**src/rtl/clkdiv_pkg.sv**
```systemverilog
// Shared defaults and helpers for the multi-channel programmable clock divider.
package clkdiv_pkg;

  // Select width is never allowed to collapse to zero bits, even with a single channel.
  function automatic int sel_width(input int n);
    return (n > 1) ? $clog2(n) : 1;
  endfunction

  localparam int CHANNELS_DEFAULT = 4;
  localparam int CNT_W_DEFAULT    = 19;
  localparam int DIV_DEFAULT      = 500000;
  localparam int SEL_W            = sel_width(CHANNELS_DEFAULT);

endpackage

```
**src/rtl/div_channel.sv**
```systemverilog
// One divider channel: up-counter against an active divisor, with a shadow divisor
// that is only promoted on a wrap (or at once while the channel is idle or stalled).
module div_channel
  import clkdiv_pkg::*;
#(
  parameter int CNT_W       = CNT_W_DEFAULT,
  parameter int DEFAULT_DIV = DIV_DEFAULT
) (
  input  logic             clk,
  input  logic             reset,
  input  logic             en,
  input  logic             we,
  input  logic [CNT_W-1:0] wdata,
  output logic             tick,
  output logic             sq,
  output logic             busy
);

  localparam logic [CNT_W-1:0] RST_DIV = CNT_W'(DEFAULT_DIV);

  logic [CNT_W-1:0] cnt_reg, cnt_next;
  logic [CNT_W-1:0] active_div_reg, active_div_next;
  logic [CNT_W-1:0] shadow_div_reg, shadow_div_next;
  logic [CNT_W-1:0] last_cnt;
  logic             tick_reg, tick_next;
  logic             sq_reg, sq_next;
  logic             busy_reg, busy_next;
  logic             stalled, wrap, xfer;

  // Terminal count is only formed for a non-zero divisor, so it can never underflow.
  always_comb begin
    last_cnt = '0;
    if (active_div_reg != '0) last_cnt = active_div_reg - CNT_W'(1);
  end

  assign stalled = (active_div_reg == '0);
  assign wrap    = en && !stalled && (cnt_reg >= last_cnt);
  assign xfer    = busy_reg && (!en || stalled || wrap);

  always_comb begin
    cnt_next  = cnt_reg;
    tick_next = 1'b0;
    sq_next   = sq_reg;
    if (!en) begin
      cnt_next = '0;
    end else if (wrap) begin
      cnt_next  = '0;
      tick_next = 1'b1;
      sq_next   = ~sq_reg;
    end else if (!stalled) begin
      cnt_next = cnt_reg + CNT_W'(1);
    end
  end

  // A write landing on the transfer cycle re-arms busy with the newer shadow value.
  always_comb begin
    active_div_next = xfer ? shadow_div_reg : active_div_reg;
    shadow_div_next = we ? wdata : shadow_div_reg;
    busy_next       = we | (busy_reg & ~xfer);
  end

  always_ff @(posedge clk) begin
    if (!reset) begin
      cnt_reg        <= '0;
      tick_reg       <= 1'b0;
      sq_reg         <= 1'b0;
      busy_reg       <= 1'b0;
      active_div_reg <= RST_DIV;
      shadow_div_reg <= RST_DIV;
    end else begin
      cnt_reg        <= cnt_next;
      tick_reg       <= tick_next;
      sq_reg         <= sq_next;
      busy_reg       <= busy_next;
      active_div_reg <= active_div_next;
      shadow_div_reg <= shadow_div_next;
    end
  end

  assign tick = tick_reg;
  assign sq   = sq_reg;
  assign busy = busy_reg;

endmodule

```
**src/rtl/clock_div_multi.sv**
```systemverilog
// N-channel programmable clock divider; the top only decodes divisor writes
// into per-channel strobes and replicates div_channel.
module clock_div_multi
  import clkdiv_pkg::*;
#(
  parameter int  CHANNELS    = CHANNELS_DEFAULT,
  parameter int  CNT_W       = CNT_W_DEFAULT,
  parameter int  DEFAULT_DIV = DIV_DEFAULT,
  localparam int CH_SEL_W    = sel_width(CHANNELS)
) (
  input  logic                clk,
  input  logic                reset,
  input  logic                div_we,
  input  logic [CH_SEL_W-1:0] div_sel,
  input  logic [CNT_W-1:0]    div_data,
  input  logic [CHANNELS-1:0] ch_en,
  output logic [CHANNELS-1:0] tick,
  output logic [CHANNELS-1:0] sq_out,
  output logic [CHANNELS-1:0] busy
);

  logic [CHANNELS-1:0] we_ch;

  // Select values with no matching channel simply produce no strobe.
  for (genvar gi = 0; gi < CHANNELS; gi++) begin : g_ch
    assign we_ch[gi] = div_we && (div_sel == CH_SEL_W'(gi));

    div_channel #(
      .CNT_W       (CNT_W),
      .DEFAULT_DIV (DEFAULT_DIV)
    ) u_ch (
      .clk   (clk),
      .reset (reset),
      .en    (ch_en[gi]),
      .we    (we_ch[gi]),
      .wdata (div_data),
      .tick  (tick[gi]),
      .sq    (sq_out[gi]),
      .busy  (busy[gi])
    );
  end

endmodule

```
**config.mk**
```make
export PLATFORM = sky130hd
export DESIGN_NAME = clock_div_multi
export DESIGN_NICKNAME = d
export VERILOG_FILES = /design/src/rtl/clkdiv_pkg.sv /design/src/rtl/div_channel.sv /design/src/rtl/clock_div_multi.sv
export SDC_FILE = /design/constraint.sdc
export NUM_CORES = 1
export LEC_CHECK = 0
export ABC_AREA = 1
export BUFFER_PORTS_ARGS = -buffer_cell sky130_fd_sc_hd__buf_2
export CORE_MARGIN = 2
export CORE_UTILIZATION = 45
export CTS_CLUSTER_SIZE = 20
export DETAILED_ROUTE_END_ITERATION = 6
export SLEW_MARGIN = 15
export SYNTH_ARGS = -nofsm -noshare
export SYNTH_HDL_FRONTEND = slang
export SYNTH_SLANG_ARGS = --single-unit
```
**constraint.sdc**
```tcl
create_clock -name clk -period 2.8 [get_ports clk]
set_input_delay 0.56 -clock clk [delete_from_list [all_inputs] [get_ports clk]]
set_output_delay 0.56 -clock clk [all_outputs]
set_load 0.02 [all_outputs]
```
### Word level (Yosys, flattened, before mapping)

Cells that the tools add are included.

| cells by class | value |
|---|---|
| reductions and logical operators | 53 |
| muxes and demuxes | 8 |
| add/subtract/negate cells | 8 |
| bitwise operators | 21 |
| magnitude comparators | 4 |
| equal/unequal tests | 3 |

Operators by type and width:

| operator | count |
|---|---|
| $add A19 B1 Y19 const B | 4 |
| $ge A19 B19 Y1 | 4 |
| $logic_not A19 Y1 | 4 |
| $mux W19 | 4 |
| $reduce_bool A19 Y1 | 4 |
| $sub A19 B1 Y19 const B | 4 |
| $logic_and A1 B1 Y1 | 16 |
| $reduce_and A2 Y1 | 8 |
| $not A1 Y1 | 13 |
| $reduce_or A3 Y1 | 4 |
| $logic_not A1 Y1 | 8 |
| $logic_or A1 B1 Y1 | 8 |
| $and A1 B1 Y1 | 4 |
| $eq A2 B2 Y1 const B | 2 |
| $mux W1 | 4 |
| $or A1 B1 Y1 | 4 |
| $eq A2 B1 Y1 const B | 1 |
| $logic_not A2 Y1 | 1 |

| word-level totals | value |
|---|---|
| bits in registers | 240 |

### Longest topological paths before layout

Gate-level depths: netlist (run 1).

| depth | value |
|---|---|
| depth after elaboration | 9 |
| gate-level depth with buffers | 24 |
| mapped depth without buffers | 23 |

### Modules after synthesis

A second synthesis (run 1) with hierarchy kept.

| second synthesis, totals | value |
|---|---|
| cell total of the unflattened synthesis | 2192 |
| area, all modules | 14804.2 um^2 |

Modules (own cells, without submodules):

| module | area an instance (um^2) | cells an instance | times used |
|---|---|---|---|
| div_channel | 3693.5 | 546 | 4 |
| clock_div_multi | 30.0 | 8 | 1 |

### Least setup slack after synthesis (run 1)

No wires, ideal clock.

| timing path | value |
|---|---|
| path type | register -> register |
| start | reg g_ch[2].u_ch.active_div_reg[0] |
| end | reg g_ch[2].u_ch.cnt_reg[3] |
| period minus slack after synthesis | 2.884 ns |
| library setup time | 0.064 ns |
| path slack | -0.084 ns |
| data arrival time | 2.820 ns |
| stages on the path, launching flop included | 22 |
| required time | 2.736 ns |
| cells stage by stage | dfxtp_1 inv_1 ha_1 nand2_4 nor2_8 nand3_4 clkbuf_1 buf_2 nand2_1 ha_1 nand2_1 nand2_1 nor2_1 nor2_1 nand2_1 nand2_1 nor2_1 nand2_1 nand2_2 nand3_4 buf_6 nor2_1 |

| on the way | value |
|---|---|
| longest elaborated chain between the ends | 5 |
| elaborated cells between the ends (all ways) | 9 |
| those cells by class | add/sub (1); order compare (1); mux (1); reduce/logical (6) |

Ends and longest elaborated chain:

| item | RTL line | source |
|---|---|---|
| from (decl) | div_channel.sv:22 | `logic [CNT_W-1:0] active_div_reg, active_div_next;` |
| from (signal assigned) | div_channel.sv:75 | `active_div_reg <= active_div_next;` |
| $sub A19 B1 Y19 (tied with other cells) | div_channel.sv:33 | `if (active_div_reg != '0) last_cnt = active_div_reg - CNT_W'(1);` |
| $mux W19 / $logic_not A1 Y1 (equally long branches) | div_channel.sv:33, div_channel.sv:37 |  |
| $ge A19 B19 Y1 / $logic_and A1 B1 Y1 (equally long branches) | div_channel.sv:37 | `assign wrap = en && !stalled && (cnt_reg >= last_cnt);` |
| $logic_and A1 B1 Y1 | div_channel.sv:37 |  |
| $reduce_or A3 Y1 (no line) | -- |  |
| to (signal assigned) | div_channel.sv:71 | `cnt_reg <= cnt_next;` |
| to (decl) | div_channel.sv:21 | `logic [CNT_W-1:0] cnt_reg, cnt_next;` |

Parallel ways exist; a longest one is shown, timed or not.
A chain may end at the register's enable or synchronous reset.

### Worst setup path after layout (run 1)

| timing path | value |
|---|---|
| start | reg g_ch[2].u_ch.active_div_reg[3] |
| end | reg g_ch[2].u_ch.active_div_reg[7] |

| on the way | value |
|---|---|
| longest elaborated chain between the ends | 6 |
| elaborated cells between the ends (all ways) | 11 |
| those cells by class | add/sub (1); order compare (1); mux (1); reduce/logical (8) |

Ends and longest elaborated chain:

| item | RTL line | source |
|---|---|---|
| $sub A19 B1 Y19 (tied with other cells) | div_channel.sv:33 |  |
| $mux W19 / $logic_not A1 Y1 (equally long branches) | div_channel.sv:33, div_channel.sv:37 |  |
| $ge A19 B19 Y1 / $logic_and A1 B1 Y1 (equally long branches) | div_channel.sv:37 |  |
| $logic_and A1 B1 Y1 | div_channel.sv:37 |  |
| $logic_or A1 B1 Y1 * | div_channel.sv:38 | `assign xfer = busy_reg && (!en \|\| stalled \|\| wrap);` |
| $logic_and A1 B1 Y1 * | div_channel.sv:38 |  |

Mark *: on every way between the ends. The rest lies on a longest branch, timed or not.

==> results.yml, run 1 <==
run_status:
  status: "finished, violations left"
  violations: "setup timing"
place:
  dp_hpwl_mm: 25.91
  gp_congestion: 0.8964
  portBuffers: 39
  placed_cells_incl_taps: 2595
worst_setup_path:
  cp_slowest_stage_delay_ns: 0.35
  crit_slowest_cell: "dfxtp_4"
  crit_type: "register to register"
  crit_top_cell: "nand2_1"
  cp.arrival_ns: 3.33
  critPathLaunchType: "register"
  required_ns: 3.24
  path_cells: "buf_6 > nor2_4 > nand2_4 > nor2_8 > nand2_4 > buf_4 > o21bai_1 > nand3_1 > ha_4 > nand2_1 > nor2_1 > nand2_1 > buf_4 > o21ai_4 > nor2_4 > nand3_4 > clkbuf_16 > nand3_1 > nand2_1 > nor2_1"
  critPathMaxFanout: 8
  cp-end-kind: "register"
synthesis:
  synth_area_leaders: "dfxtp_1 33%, nand2_1 12%, nand3_1 7.6%"
  synthMuxAreaShare_pct: 0.3476
  synthAdderAreaFrac_pct: 7.299
  synth.cell_area_um2: 14400
  syn-num-nets: 2233
  synth_compound_area_share_pct: 9.185
  synth_top_cell_area_share_pct: 33.37
  yosysSeqAreaShare_pct: 33.37
  synth_simple_gate_area_share_pct: 34.79
  yosysUniqueCellTypes: 42
  synth_seq_cells: 240
  synthCells: 2121
  avgSynthCellArea_um2: 6.789
  synth_xor_area_share_pct: 5.596
  synth_top_family_by_area: "simple AND/OR/NAND/NOR gates"
  yosys.area.top_type: "dfxtp_1"
  yosysWarnings: 0
clock_tree:
  max-clock-path-buffers: 3
  cts_max_level: 1
  path_clk_slew_ns: 0.06
  numClockSinks: 240
  clk_latency_ns: 0.57
  cts_buffers: 27
  cts_tree: "yes"
  clockRootBuffer: "clkbuf_16"
finish:
  syn2layout_area_growth_pct: 31.73
  final_common_cell: "nand2_1"
  finish.utilization_pct: 60.11
  final_cells: 2705
  fillCellCount: 2862
  multi_input_area_um2: 9958
  layout-drive-gt1-share_pct: 27.98
  fin_nets: 2393
  final_cell_mix: "410 x nand2_1, 223 x dfxtp_1, 215 x nor2_1"
  regArea_um2: 4831
routing:
  wire_per_inst_um: 14.39
  drc: 0
  first_pass_iters: 5
  dr_total_vias: 13800
  viasPerCell: 5.100
  drt_iter0_drc: 701
  ant_nets: 0
  finalWirelength_mm: 38.93
sta:
  drv_slew: 0
  fin_crit_sh_pct: 103.2
  timing.slew.headroom_pct: 45.07
  rsz0062_at_grt: "true"
  clock_skew_ns: 0.02219
  period_minus_slack_ns: 2.890
  max_freq_mhz: 346.1
  finalWorstSetupSlack_ns: -0.08972
  finalSetupViolCount: 68
  worst_slew_pin_slew_ns: 0.8240
  hold_viol: 0
global_route:
  grt_first_pass_wirelength_mm: 61.27
  antenna_found_initial: 2
  grt-ovfl-total: 0
  grt_max_degree: 60
  grtUsageTotal_pct: 21.93
  first_global_vias: 12750
floorplan:
  die_x_um: 182.9
  coreArea_um2: 31560
  pin_count: 40
  initial_utilization_pct: 45.63
  row_count: 65
  fp.dieH_um: 182.9
  die_area_um2: 33450
power_and_ir_drop:
  power.density_nw_per_um2: 435.8
  irDropWorstVdd_mv: 0.5408
  p_leak_nw: 8.016
worst_hold_path:
  hold_path.class: "primary input to register"
run:
  max_cap_violations: 0
-- report_power, final --
| group | internal (mW) | switching, mW |
|---|---|---|
| Clock | 2.23 | 1.52 |
| Combinational | 0.378 | 0.552 |
| Sequential | 3.51 | 0.0746 |
-- per-layer routing --
layer / vias to the layer above / GRT usage [%] / part of all wire (%)
met3: 79 / 2.681 / 2.9
met5: - / 0 / 0
met1: 6336 / 27.52 / 44
li1: 7162 / - / -
met4: 0 / 7.904 / 3.5
met2: 219 / 38.72 / 50
-- worst max-delay path, delay by kind of cell (launching register included) --
family	cells	cell delay, ns
and+or+nand+nor	13	1.21
buffers and inverters	4	0.62
DFF	1	0.35
adders and majority gates	1	0.30
AOI/OAI and AO/OA	2	0.28
-- per-stage QoR --
stage	hold slack, ns	setup WS (ns)	setup TNS, ns	total power [mW]	instance area [µm²]
finish	0.3130	-0.08972	-2.036	8.265	18970
global route	0.3182	-0.3030	-30.00	8.580	18960
CTS	0.3087	-0.06429	-1.724	8.183	17250
detailed placement	0.4465	-0.2529	-19.18	4.355	15600
global placement	0.4394	-0.1372	-9.189	4.338	15600
floorplan	0.4297	0.02539	0	4.115	14400
-- synth_stat cells (all sizes together) --
master and instances:
and2 1, nor3 40, nor2 321, o211ai 2
nand4 23, mux2i 5, o21ai 82, a21boi 2
nand3b 6, clkbuf 46, or2 21, dfxtp 240
o21a 8, xnor2 19, clkinv 1, inv 233
nor3b 1, buf 44, nand3 231, a21oi 157
a31oi 1, nand2 473, ha 84, xor2 73
o21bai 1, o31ai 1, a21o 2, nor4 3
-- cell type report --
class	instances	share of cell area, %
multi-input cells	1565	52.50
flip-flops and latches	240	25.47
repair buffers	213	9.803
inverters	234	4.644
clock buffers	34	3.859
well taps	402	2.652
clock inverters	16	1.055
diodes	1	0.01319
-- repair_timing --
action,in CTS,in global routing
gates cloned,10,12
hold buffers,0,0
setup endpoints to repair,155,162
gates resized for setup,91,330
setup buffers,18,21
pin swaps,33,138
-- worst paths after layout --
kind / from / to / slack [ns] / cells past startpoint
worst min-delay path: div_data[5] / g_ch[3].u_ch.shadow_div_reg[5] / 0.31 / 3
worst min register to register: g_ch[2].u_ch.shadow_div_reg[7] / g_ch[2].u_ch.shadow_div_reg[7] / 0.45 / 2
worst max-delay path: g_ch[2].u_ch.active_div_reg[3] / g_ch[2].u_ch.active_div_reg[7] / -0.09 / 20
worst max register to register: g_ch[2].u_ch.active_div_reg[3] / g_ch[2].u_ch.active_div_reg[7] / -0.09 / 20
-- cells by family after synthesis --
logic type	count (synthesis)
muxes	5
xor gates and xnor gates	92
DFF	240
buffers and inverters	324
and+or+nand+nor	1120
AOI/OAI and AO/OA	256
adders and majority gates	84
No activity file was read; power rests on OpenSTA's default activity.
==> run 2, diff against run 1 <==
--- a/config.mk
+++ b/config.mk
@@ -9,6 +9,7 @@
 export BUFFER_PORTS_ARGS = -buffer_cell sky130_fd_sc_hd__buf_2
 export CORE_MARGIN = 2
 export CORE_UTILIZATION = 45
+export CTS_BUF_LIST = sky130_fd_sc_hd__clkbuf_4 sky130_fd_sc_hd__clkbuf_8
 export CTS_CLUSTER_SIZE = 20
 export DETAILED_ROUTE_END_ITERATION = 6
 export SLEW_MARGIN = 15
==> results.yml, run 2 (synthesis gave the netlist of run 1 again) <==
routing:
  dr_total_vias: 13790
  ant_nets: 0
  finalWirelength_mm: 38.88
  drt_iter0_drc: 742
  drc: 0
  first_pass_iters: 5
  wire_per_inst_um: 14.25
  viasPerCell: 5.055
worst_setup_path:
  rr_endpoint: "g_ch[2].u_ch.active_div_reg[9]"
  r2r_cells: 22
  cp_slowest_stage_delay_ns: 0.35
  cp-end-kind: "register"
  rr_startpoint: "g_ch[2].u_ch.active_div_reg[3]"
  required_ns: 3.29
  path_cells: "buf_6 > nor2_4 > nand2_4 > nor2_8 > nand2_4 > nor2_4 > nand2_4 > a21boi_2 > o21ai_2 > ha_1 > nand2_1 > nor2_2 > nand2_2 > inv_2 > nand2_2 > nand2_2 > nor2_4 > nand3_4 > clkbuf_16 > nand3_2 > nand2_1 > nor2_1"
  crit_type: "register to register"
  crit_slowest_cell: "dfxtp_4"
  cp.arrival_ns: 3.34
  reg2reg_setup_slack_ns: -0.06
  critPathLaunchType: "register"
  critPathMaxFanout: 8
worst_hold_path:
  hold_path_depth: 3
  hold_end: "g_ch[3].u_ch.shadow_div_reg[13]"
  hold_path.class: "primary input to register"
  min-delay-start: "div_data[13]"
clock_tree:
  clockRootBuffer: "clkbuf_8"
  max-clock-path-buffers: 3
  cts_buffers: 43
  clk_latency_ns: 0.56
  cts_max_level: 2
  path_clk_slew_ns: 0.06
  cts_tree: "yes"
  numClockSinks: 240
floorplan:
  row_count: 65
  coreArea_um2: 31560
  die_x_um: 182.9
  initial_utilization_pct: 45.63
  pin_count: 40
  fp.dieH_um: 182.9
  die_area_um2: 33450
sta:
  rsz0062_at_grt: "true"
  timing.slew.headroom_pct: 44.02
  finalWorstSetupSlack_ns: -0.05934
  period_minus_slack_ns: 2.859
  clock_skew_ns: 0.02100
  worst_slew_pin_slew_ns: 0.8397
  drv_slew: 0
  max_freq_mhz: 349.7
  hold_viol: 0
  fin_crit_sh_pct: 102.1
  finalSetupViolCount: 30
place:
  placed_cells_incl_taps: 2595
  portBuffers: 39
  dp_hpwl_mm: 25.91
  gp_congestion: 0.8964
global_route:
  antenna_found_initial: 2
  grt_max_degree: 60
  grt-ovfl-total: 0
  grtUsageTotal_pct: 22.32
  first_global_vias: 12950
  grt_first_pass_wirelength_mm: 62.10
power_and_ir_drop:
  p_leak_nw: 8.069
  p_total_mw: 8.160
  irDropWorstVdd_mv: 0.3743
  power.density_nw_per_um2: 430.8
finish:
  fin_nets: 2403
  final_cells: 2728
  syn2layout_area_growth_pct: 31.54
  final_cell_mix: "409 x nand2_1, 225 x dfxtp_1, 211 x inv_1"
  layout-drive-gt1-share_pct: 29.26
  finish.utilization_pct: 60.02
  final_common_cell: "nand2_1"
run_status:
  status: "finished, violations left"
  violations: "setup timing"
run:
  max_cap_violations: 0
## run 2: cell types whose count changed in the layout (fill, tap and decap cells not counted), moves of 5 or more
cell / change
buf_4: -14
buf_6: +9
clkbuf_16: -29
clkbuf_4: +14
clkbuf_8: +53
nand2_2: -5
nand3_2: +9
nor2_1: -11
nor2_2: +20
nor2_4: -9
## run 2: how the worst max path moves through the flow
stage,from,end,slack [ns],cells past startpoint
floorplan,g_ch[2].u_ch.active_div_reg[0],g_ch[2].u_ch.cnt_reg[3],0.03,21
global placement,g_ch[1].u_ch.active_div_reg[0],g_ch[1].u_ch.cnt_reg[16],-0.14,23
detailed placement,g_ch[1].u_ch.active_div_reg[0],g_ch[1].u_ch.cnt_reg[3],-0.25,23
CTS,g_ch[2].u_ch.active_div_reg[1],g_ch[2].u_ch.active_div_reg[3],0.002,20
global route,g_ch[2].u_ch.active_div_reg[4],g_ch[2].u_ch.active_div_reg[9],-0.28,21
finish,g_ch[2].u_ch.active_div_reg[3],g_ch[2].u_ch.active_div_reg[9],-0.06,22
## run 2: where the power goes
group	leakage, nW	internal (mW)	switching [mW]
clock	0.515	2.16	1.50
sequential	1.96	3.51	0.0730
combinational	5.60	0.370	0.547
## run 2: timing repair
item,in CTS,in global routing
hold endpoints to repair,0,0
endpoints found under the setup margin,156,164
buffers inserted,19,16
pin swaps,35,151
cloned,10,10
hold buffers,0,0
gates resized for setup,107,332
## run 2: critical path: cells and delay by family (launching register included)
family                   cells  cell delay [ns]
AO/OA/AOI/OAI                2             0.23
adder cells (fa/ha/maj)      1             0.25
buffers and inverters        3             0.40
flip-flops                   1             0.35
AND/OR/NAND/NOR             16             1.53
## run 2: final cells by class
type / instances / area (µm²)
Tap cell: 402 / 503.0
Fill cell: 2892 / 12610
Multi-Input combinational cell: 1566 / 9942
Antenna cell: 2 / 5.005
Clock inverter: 8 / 92.59
Sequential cell: 240 / 4831
Timing Repair Buffer: 206 / 1805
Inverter: 234 / 885.9
Clock buffer: 70 / 875.8
## run 2: layer usage
layer	part of all wire (%)	wire length, µm	vias to the layer above	track usage [%]
li1	-	-	7171	-
met1	44	17230	6333	27.63
met2	50	19260	208	38.87
met3	3.3	1289	79	3.753
met4	2.8	1096	0	8.512
met5	0	0	-	0
## run 2: per-stage QoR
stage / setup WS, ns / TNS, ns / hold slack [ns] / cell area [µm²]
finish: -0.05934 / -0.5185 / 0.3290 / 18940
global route: -0.2751 / -26.34 / 0.3029 / 18940
CTS: 0.001977 / 0 / 0.2899 / 17340
detailed placement: -0.2529 / -19.18 / 0.4465 / 15600
global placement: -0.1372 / -9.189 / 0.4394 / 15600
floorplan: 0.02539 / 0 / 0.4297 / 14400
